`src/rtl/mult_div_unit.sv`:
```
// Iterative MIPS multiply/divide unit owning the architectural HI/LO registers.
// One shift-add or restoring-divide step per cycle, then a sign-fix cycle.
module mult_div_unit #(
   parameter int WIDTH = 32,
   parameter int CNT_W = 5
) (
   input  logic             clk,
   input  logic             rst_n,
   input  logic             start,
   input  logic [1:0]       op,
   input  logic [WIDTH-1:0] A,
   input  logic [WIDTH-1:0] B,
   input  logic             hi_we,
   input  logic             lo_we,
   input  logic [WIDTH-1:0] wdata,
   output logic             busy,
   output logic             done,
   output logic [WIDTH-1:0] hi,
   output logic [WIDTH-1:0] lo
);

   typedef enum logic [1:0] {
      S_IDLE = 2'd0,
      S_RUN  = 2'd1,
      S_FIX  = 2'd2
   } state_t;

   state_t             r_state;
   state_t             w_state_nxt;
   logic [CNT_W-1:0]   r_cnt;
   logic               r_is_div;
   logic               r_sign_a;
   logic               r_sign_b;
   logic [WIDTH-1:0]   r_a_orig;
   logic [WIDTH-1:0]   r_m;
   logic [2*WIDTH-1:0] r_p;

   logic               w_neg_a;
   logic               w_neg_b;
   logic [WIDTH-1:0]   w_abs_a;
   logic [WIDTH-1:0]   w_abs_b;
   logic [WIDTH:0]     w_madd;
   logic [2*WIDTH-1:0] w_mul_nxt;
   logic               w_keep;
   logic [WIDTH-1:0]   w_rem_sub;
   logic [2*WIDTH-1:0] w_div_nxt;
   logic               w_sign_diff;
   logic [2*WIDTH-1:0] w_prod;
   logic [WIDTH-1:0]   w_quo;
   logic [WIDTH-1:0]   w_rem;
   logic               w_div_zero;

   // Two's-complement magnitude; the most negative value maps to 2^(WIDTH-1) unsigned.
   function automatic logic [WIDTH-1:0] mag(input logic [WIDTH-1:0] v, input logic neg);
      if (neg) begin
         mag = -v;
      end else begin
         mag = v;
      end
   endfunction

   // Operand magnitudes at the start edge
   always_comb begin
      w_neg_a = ~op[0] & A[WIDTH-1];
      w_neg_b = ~op[0] & B[WIDTH-1];
      w_abs_a = mag(A, w_neg_a);
      w_abs_b = mag(B, w_neg_b);
   end

   // Single iteration step for both multiply and divide
   always_comb begin
      if (r_p[0]) begin
         w_madd = {1'b0, r_p[2*WIDTH-1:WIDTH]} + {1'b0, r_m};
      end else begin
         w_madd = {1'b0, r_p[2*WIDTH-1:WIDTH]};
      end
      w_mul_nxt = {w_madd, r_p[WIDTH-1:1]};
      // Shifted remainder is WIDTH+1 bits; the kept difference always fits WIDTH bits.
      w_keep    = (r_p[2*WIDTH-1:WIDTH-1] >= {1'b0, r_m});
      w_rem_sub = r_p[2*WIDTH-2:WIDTH-1] - r_m;
      if (w_keep) begin
         w_div_nxt = {w_rem_sub, r_p[WIDTH-2:0], 1'b1};
      end else begin
         w_div_nxt = {r_p[2*WIDTH-2:0], 1'b0};
      end
   end

   // Sign correction applied in the fix cycle
   always_comb begin
      w_sign_diff = r_sign_a ^ r_sign_b;
      w_div_zero  = (r_m == {WIDTH{1'b0}});
      if (w_sign_diff) begin
         w_prod = -r_p;
         w_quo  = -r_p[WIDTH-1:0];
      end else begin
         w_prod = r_p;
         w_quo  = r_p[WIDTH-1:0];
      end
      if (r_sign_a) begin
         w_rem = -r_p[2*WIDTH-1:WIDTH];
      end else begin
         w_rem = r_p[2*WIDTH-1:WIDTH];
      end
   end

   // Next-state logic
   always_comb begin
      w_state_nxt = r_state;
      case (r_state)
         S_IDLE: begin
            if (start) begin
               w_state_nxt = S_RUN;
            end else begin
               w_state_nxt = S_IDLE;
            end
         end
         S_RUN: begin
            if (r_cnt == {CNT_W{1'b1}}) begin
               w_state_nxt = S_FIX;
            end else begin
               w_state_nxt = S_RUN;
            end
         end
         S_FIX:   w_state_nxt = S_IDLE;
         default: w_state_nxt = S_IDLE;
      endcase
   end

   // State register
   always_ff @(posedge clk or negedge rst_n) begin
      if (!rst_n) begin
         r_state <= S_IDLE;
      end else begin
         r_state <= w_state_nxt;
      end
   end

   // Datapath, HI/LO and handshake outputs
   always_ff @(posedge clk or negedge rst_n) begin
      if (!rst_n) begin
         r_cnt    <= {CNT_W{1'b0}};
         r_is_div <= 1'b0;
         r_sign_a <= 1'b0;
         r_sign_b <= 1'b0;
         r_a_orig <= {WIDTH{1'b0}};
         r_m      <= {WIDTH{1'b0}};
         r_p      <= {(2*WIDTH){1'b0}};
         hi       <= {WIDTH{1'b0}};
         lo       <= {WIDTH{1'b0}};
         busy     <= 1'b0;
         done     <= 1'b0;
      end else begin
         busy <= (w_state_nxt != S_IDLE);
         done <= 1'b0;
         case (r_state)
            S_IDLE: begin
               if (start) begin
                  r_cnt    <= {CNT_W{1'b0}};
                  r_is_div <= op[1];
                  r_sign_a <= w_neg_a;
                  r_sign_b <= w_neg_b;
                  r_a_orig <= A;
                  if (op[1]) begin
                     r_m <= w_abs_b;
                     r_p <= {{WIDTH{1'b0}}, w_abs_a};
                  end else begin
                     r_m <= w_abs_a;
                     r_p <= {{WIDTH{1'b0}}, w_abs_b};
                  end
               end else begin
                  if (hi_we) begin
                     hi <= wdata;
                  end
                  if (lo_we) begin
                     lo <= wdata;
                  end
               end
            end
            S_RUN: begin
               r_cnt <= r_cnt + {{(CNT_W-1){1'b0}}, 1'b1};
               if (r_is_div) begin
                  r_p <= w_div_nxt;
               end else begin
                  r_p <= w_mul_nxt;
               end
            end
            S_FIX: begin
               done <= 1'b1;
               if (!r_is_div) begin
                  hi <= w_prod[2*WIDTH-1:WIDTH];
                  lo <= w_prod[WIDTH-1:0];
               end else if (w_div_zero) begin
                  hi <= r_a_orig;
                  lo <= {WIDTH{1'b1}};
               end else begin
                  hi <= w_rem;
                  lo <= w_quo;
               end
            end
            default: begin
               done <= 1'b0;
            end
         endcase
      end
   end

endmodule
```
`config.mk`:
```
export PLATFORM = sky130hd
export DESIGN_NAME = mult_div_unit
export DESIGN_NICKNAME = d
export VERILOG_FILES = /design/src/rtl/mult_div_unit.sv
export SDC_FILE = /design/constraint.sdc
export NUM_CORES = 1
export LEC_CHECK = 0
export ABC_AREA = 1
export CORE_MARGIN = 3
export CORE_UTILIZATION = 45
export CTS_BUF_LIST = sky130_fd_sc_hd__clkbuf_8
export CTS_CLUSTER_SIZE = 14
export DETAILED_ROUTE_END_ITERATION = 10
export GPL_ROUTABILITY_DRIVEN = 1
export GPL_TIMING_DRIVEN = 0
export PLACE_DENSITY = 0.64
export SYNTH_ARGS = -nofsm -noshare
export SYNTH_HDL_FRONTEND = slang
export SYNTH_SLANG_ARGS = --single-unit
```
`constraint.sdc`:
```
create_clock -name clk -period 3 [get_ports clk]
set_input_delay 0.45 -clock clk [delete_from_list [all_inputs] [get_ports clk]]
set_output_delay 0.45 -clock clk [all_outputs]
set_load 0.05 [all_outputs]
```
==> reports/summary.txt, run 1 <==
Total grt overflow: 0
Die Wd: 220 um
Switching power: 21.7 mW
WL met3: 15500 um
Mux share of post-synthesis cell area: 0
CTS tree: done
Via density: 6.01
RSZ-0062 raised after global routing: yes
Internal: 13.1 mW
Post-synth EDFFs: 0
Slowest cell delay on critical path: 460 ps
Crit start category: flip-flop
Core area: 44600 um^2
Peak VDD IR: 0.000680 V
Largest family of logic cells by synthesized area: simple AND/OR/NAND/NOR gates
Slew HR: 0.326
Worst skew pair latency: 630 ps
Ys async rst share: 1.00
Slew Limit Fails: 0
Cell area power density: 1460 nW/um^2
Vias in the first global route: 23851
Sw Share: 0.623
Clock buffer depth: 3
Worst-path clk slew: 60 ps
Die area: 48200 um^2
Layout cell share with drive strength beyond 1: 0.0415
Critical path fanouts, max: 5
CTS root buf: clkbuf_8
GP Congestion: 1.10
Total track usage: 0.428
Synth cell types: 48
Worst setup margin: 14.2 ps
Setup violators final: 0
Pre-CTS setup slack: -814 ps
DRT antenna net count: 0
CP max stage cell: dfrtp_1
Setup CP Type: flip-flop to flip-flop
Netlist Area Pre-Place: 20500 um^2
CP Cell Sequence: inv_1 > ha_1 > inv_1 > fa_1 > nand2_1 > nand3_1 > nand2_1 > nand2_1 > xnor2_1 > nand2_1 > nand3_1 > o21ai_1
R2r worst-path depth: 12
Placed cells: 4305
Worst Skew: 50.3 ps
Mean Syn Cell Area: 5.79 um^2
Syn_nets: 3720
Clock power frac: 0.081
Vias: 26274
Register share of total power: 0.185
DRT iter0 DRCs: 3744
Layout area overhead: 15.9%
Die H: 220 um
Site row count: 77
Most used cell, CP: nand2_1
Drt total wl: 107000 um
XOR/XNOR Fraction of Synth Area: 0.0384
Leak Pwr: 11.7 nW
Seq/Total Area, Yosys: 0.249
Post-DP Area: 23000 um^2
Least-Margin Pin Slew: 1010 ps
Synth Area in Simple Gates: 0.414
Commonest non-fill, non-tap cells in the layout: nand2_1 (1134), nor2_1 (483), inv_1 (403)
CP Data Required Time: 3470 ps
Input/output buffers: 167
WL met2: 43200 um
Maxcap violations: 0
Seq cells post-synth: 204
Internal reg-to-reg setup slack: 10 ps
Origin of the critical flop-to-flop path: r_p[31]
CTS H-tree lvls: 2
Final std cells w/o fill: 4375
Min Tclk post-route: 2990 ps
Antenna violations before repair: 4
WL/cell: 24.4 um
Top Layer Used: met5
DRC: 0
Worst Path Arrival: 3450 ps
CP Capture Type: flip-flop
Hold Slack: 431 ps
Yosys warnings: 0
R2r endpoint: r_p[42]
Finished layout cell area: 23800 um^2
Hpwl dp: 88000 um
Final period util: 0.995
Final Hold Viols: 0
Outcome: completed
DRT Pass-1 Iters: 7
Largest net degree at the start of global routing: 110
Combinational power share: 0.734
Post-synthesis adder-cell area fraction: 0.0446
Initial Util: 0.460
Ports: 169
# nets final: 3930
Met1 Routed Length: 41500 um
CTS sink count: 204
Prevailing post-synth register cell: dfrtp_1
Num CTS Buffers: 38
Fmax: 335 MHz
Most common cell after layout, fill and taps aside: nand2_1
Post-synthesis cell count: 3545
Global-route wire length before repair: 152000 um
Compound-Gate Fraction of Synth Area: 0.151
Hold Path Class: primary input to asynchronous set/reset pin
==> routing by layer <==
metal | GRT usage | vias up
met5 | 0 | -
met4 | 0.211 | 6
met3 | 0.152 | 339
met2 | 0.619 | 1856
met1 | 0.565 | 12256
li1 | - | 11817
==> power groups by stage <==
| stage | Sequential [mW] | Clock, mW | Combinational [mW] |
|---|---|---|---|
| CTS | 6.20 | 2.78 | 24.5 |
| detailed placement | 6.23 | 0 | 24.4 |
| finish | 6.46 | 2.82 | 25.6 |
| global placement | 6.21 | 0 | 24.1 |
| floorplan | 6.58 | 0 | 14.8 |
| global route | 6.40 | 2.90 | 27.4 |
==> repair_timing <==
action,4_1_cts,5_1_grt
endpoints found under the hold margin,95,0
pin swaps,1,1
setup endpoints to repair,36,39
gates resized for setup,8,16
hold buffers,1,0
buffers inserted,1,2
==> metrics by stage <==
stage               power, mW  utilization   TNS, ps
floorplan                21.3            -         0
global placement         30.3        0.515  -1386820
detailed placement       30.6        0.515    -13750
CTS                      33.5        0.533         0
global route             36.7        0.534     -72.1
finish                   34.9        0.534         0
==> logic make-up after synthesis <==
logic type      count (synthesis)
compound gates                570
xor+xnor                       90
fa+ha+maj                      72
buf+inv                       551
flops                         204
simple gates                 2058
==> area by class of cell <==
cell class	count	area, um^2
Antenna cell	2	5.00
Buffer	140	578
Clock buffer	45	619
Clock inverter	21	126
Fill cell	4660	20800
Inverter	409	1540
Multi-Input combinational cell	2790	13400
Sequential cell	204	5110
Tap cell	592	741
Timing Repair Buffer	172	1740
==> critical path, delay by kind of cell, from the launching register on <==
family | cells | cell delay, ps
AOI/OAI and AO/OA | 1 | 60
xor gates and xnor gates | 1 | 320
adders and majority gates | 2 | 690
buffers and inverters | 2 | 500
DFF | 1 | 460
and+or+nand+nor | 6 | 790
==> synth_stat cells (3+ instances only) <==
| cell type | number | area, um^2 |
|---|---|---|
| nor2_4 | 3 | 33.8 |
| clkbuf_1 | 95 | 357 |
| a31oi_1 | 12 | 75.1 |
| nand3_2 | 3 | 30.0 |
| nor2_2 | 9 | 56.3 |
| ha_1 | 70 | 876 |
| nor2_1 | 487 | 1830 |
| o21ai_0 | 193 | 966 |
| inv_2 | 16 | 60.1 |
| o21ai_1 | 32 | 160 |
| buf_6 | 3 | 33.8 |
| a22oi_1 | 12 | 90.1 |
| buf_2 | 23 | 115 |
| nand2_1 | 1134 | 4260 |
| o211ai_2 | 6 | 75.1 |
| or2_2 | 6 | 37.5 |
| dfrtp_1 | 204 | 5100 |
| buf_1 | 20 | 75.1 |
| nand3_1 | 310 | 1550 |
| o221ai_1 | 10 | 87.6 |
| xor2_1 | 82 | 718 |
| o211ai_1 | 27 | 203 |
| inv_1 | 391 | 1470 |
| nand4_1 | 52 | 325 |
| nand2_2 | 7 | 43.8 |
| nor3_1 | 20 | 100 |
| xnor2_1 | 8 | 70.1 |
| o21bai_1 | 10 | 75.1 |
| nand3b_1 | 20 | 150 |
| a21oi_1 | 257 | 1290 |
==> registers in the layout (all words and copies together), names as in the netlist <==
signal    cells
r_sign_b      1
r_p          64
busy          1
hi           32
r_a_orig     32
r_state       2
r_is_div      1
lo           32
r_cnt         5
done          1
r_sign_a      1
r_m          32
==> worst max path at each step <==
stage / start / to / slack [ps]
final: r_p[31] / r_p[42] / 10
after global routing: r_p[31] / r_p[62] / -40
after CTS: r_p[0] / hi[28] / 10
after detailed placement: r_p[0] / lo[26] / -810
after global placement: rst_n / r_m[31] / -6780
after floorplan: r_p[0] / hi[2] / 550
No activity file was read; power rests on OpenSTA's default activity.
==> run 2: changes to the inputs <==
--- a/config.mk
+++ b/config.mk
@@ -6,6 +6,7 @@
 export NUM_CORES = 1
 export LEC_CHECK = 0
 export ABC_AREA = 1
+export CORE_ASPECT_RATIO = 1.25
 export CORE_MARGIN = 3
 export CORE_UTILIZATION = 45
 export CTS_BUF_LIST = sky130_fd_sc_hd__clkbuf_8
==> run 2 against run 1 <==
Net effect:
- power shrank 1.5%
- die area is essentially flat
- first-iteration DRC count shrank 8.5%
- critical path depth grew 2
- critical path type unchanged
- global-route usage grew 0.44 points
- setup slack gained 27 ps
- combinational power is essentially flat
- register-to-register slack gained 30 ps
- count of clock-buffer cells in the layout shrank 5
- via count shrank 1.2%
==> reports/summary.txt, run 2 (synthesis gave the netlist of run 1 again) <==
Outcome: completed
Critical path fanouts, max: 8 (+3)
Peak VDD IR: 0.000740 V (+8.8%)
Hold Slack: 478 ps (+46.5 ps)
Core area: 44500 um^2 (-0.13%)
Worst skew pair latency: 610 ps (-20 ps)
Layout fillers: 4717 (+1.2%)
Total grt overflow: 0 (unchanged)
Total track usage: 0.433 (+0.00441)
DRT iter0 DRCs: 3427 (-8.5%)
DRC: 0 (unchanged)
Pre-CTS setup slack: -779 ps (+34.5 ps)
Layout area overhead: 15.8%
Via density: 5.97 (-0.59%)
Slowest cell delay on critical path: 480 ps (+20 ps)
Global-route wire length before repair: 155000 um (+2.1%)
CTS root buf: clkbuf_8
Largest delay contributor family on the critical path: simple AND/OR/NAND/NOR gates
CP Cell Sequence: clkbuf_1 > nor2_1 > nand2_1 > nor2_1 > nand2_1 > nor2_1 > nand2_1 > nand2_1 > nand2_1 > nand2_1 > nand3_1 > nand2_1 > nand2_1 > a21oi_1
Multi-input gate area: 13400 um^2 (about the same)
Internal reg-to-reg setup slack: 40 ps (+30 ps)
Worst setup margin: 41.7 ps (+27.5 ps)
Hpwl dp: 88100 um (+0.14%)
Maxcap violations: 0 (unchanged)
Die area: 48300 um^2 (about the same)
GP Congestion: 1.10 (-0.17%)
WL/cell: 24.8 um (+1.4%)
Antenna violations before repair: 4 (unchanged)
Number of buffers and inverters on the critical path: 1 (-1)
Num CTS Buffers: 35 (-7.9%)
Worst-path clk slew: 70 ps (about the same)
CTS H-tree lvls: 2 (unchanged)
Commonest non-fill, non-tap cells in the layout: nand2_1 (1133), nor2_1 (482), inv_1 (398)
Cell area power density: 1440 nW/um^2 (-1.4%)
Vias: 25965 (-1.2%)
Worst Skew: 52.1 ps (+1.76 ps)
Leak Pwr: 11.7 nW (-0.22%)
Die H: 245 um (+11%)
Largest net degree at the start of global routing: 124 (+13%)
Site row count: 86 (+12%)
Hold Path Class: primary input to asynchronous set/reset pin
Fmax: 338 MHz (+0.93%)
Ports: 169 (unchanged)
Final Core Density: 0.534 (about the same)
Least-Margin Pin Slew: 1260 ps (+249 ps)
Storage element area: 5110 um^2 (-0.12%)
Min Tclk post-route: 2960 ps (-27.5 ps)
DRT Pass-1 Iters: 8 (+1)
Setup CP Type: flip-flop to flip-flop
Post-DP Area: 23000 um^2 (-0.11%)
# nets final: 3930 (unchanged)
Input/output buffers: 167 (unchanged)
Clock buffer depth: 3 (unchanged)
Final period util: 0.986 (-0.00915)
CTS tree: done
Slew HR: 0.162 (-0.163)
Die Wd: 197 um (-10%)
Final Hold Viols: 0 (unchanged)
Finished layout cell area: 23800 um^2 (-0.13%)
Initial Util: 0.461 (+0.000608)
DRT antenna net count: 0 (unchanged)
Max reg flops: 64 (unchanged)
Most used cell, CP: nand2_1
Layout cell share with drive strength beyond 1: 0.0403 (-0.00126)
Vias in the first global route: 24200 (+1.5%)
TNS Setup: 0 ps (unchanged)
CP Capture Type: flip-flop
Worst Path Arrival: 3500 ps (+50 ps)
Setup violators final: 0 (unchanged)
CP Data Required Time: 3540 ps (+70 ps)
Drt total wl: 108000 um (+0.83%)
RSZ-0062 raised after global routing: no
Most flops, register: r_p
Crit start category: flip-flop
Most common cell after layout, fill and taps aside: nand2_1
CP max stage cell: dfrtp_1
CTS sink count: 204 (unchanged)
Slew Limit Fails: 0 (unchanged)
-- run 2: cell count changes in the layout (fill, tap and decap cells not counted), moves of 2 or more --
cell | previous run | this run
dfrtp_1 | 196 | 201
clkinvlp_4 | 1 | 3
inv_1 | 403 | 398
a31oi_1 | 10 | 12
ha_2 | 2 | 0
dfrtp_2 | 8 | 3
clkbuf_8 | 45 | 40
clkinv_2 | 4 | 1
o21ai_1 | 34 | 32
buf_4 | 3 | 5
a31oi_2 | 2 | 0
-- run 2: where the power goes --
group / switching [mW] / internal, mW
combinational: 17.9 / 7.51
clock: 1.31 / 1.40
sequential: 2.07 / 4.18
-- run 2: cell type report --
cell class | instances | area share
Buffer | 141 | 0.0246
Tap cell | 572 | 0.0301
Antenna cell | 2 | 0.000210
Inverter | 409 | 0.0647
Clock buffer | 40 | 0.0231
Clock inverter | 17 | 0.00621
Multi-Input combinational cell | 2790 | 0.562
Timing Repair Buffer | 174 | 0.0742
Sequential cell | 204 | 0.215
-- run 2: repair_timing --
| action | CTS | global route |
|---|---|---|
| gates resized for setup | 9 | 15 |
| buffers inserted | 1 | 4 |
| hold buffers | 1 | 0 |
| setup endpoints to repair | 26 | 41 |
| pin swaps | 2 | 1 |
| hold endpoints to repair | 81 | 0 |
-- run 2: final timing paths --
check                             start      to  cells past startpoint
min in group clk                 lo[26]  lo[26]                      2
worst max-delay path            r_p[39]  hi[29]                     14
worst max register to register  r_p[39]  hi[29]                     14
worst min-delay path              rst_n   hi[0]                      2
worst min register to register   lo[26]  lo[26]                      2
max in group asynchronous         rst_n  r_m[6]                      3
-- run 2: stage by stage --
stage	std cells	power, mW
floorplan	3545	21.3
global route	4348	36.3
CTS	4344	33.1
finish	4349	34.3
global placement	4284	30.0
detailed placement	4285	30.3
-- run 2: per-layer routing --
layer / track usage / up-vias / wire [um]
li1: - / 11835 / -
met1: 0.496 / 11830 / 37500
met2: 0.680 / 1772 / 46800
met3: 0.0960 / 524 / 11200
met4: 0.374 / 4 / 12200
met5: 0 / - / 23
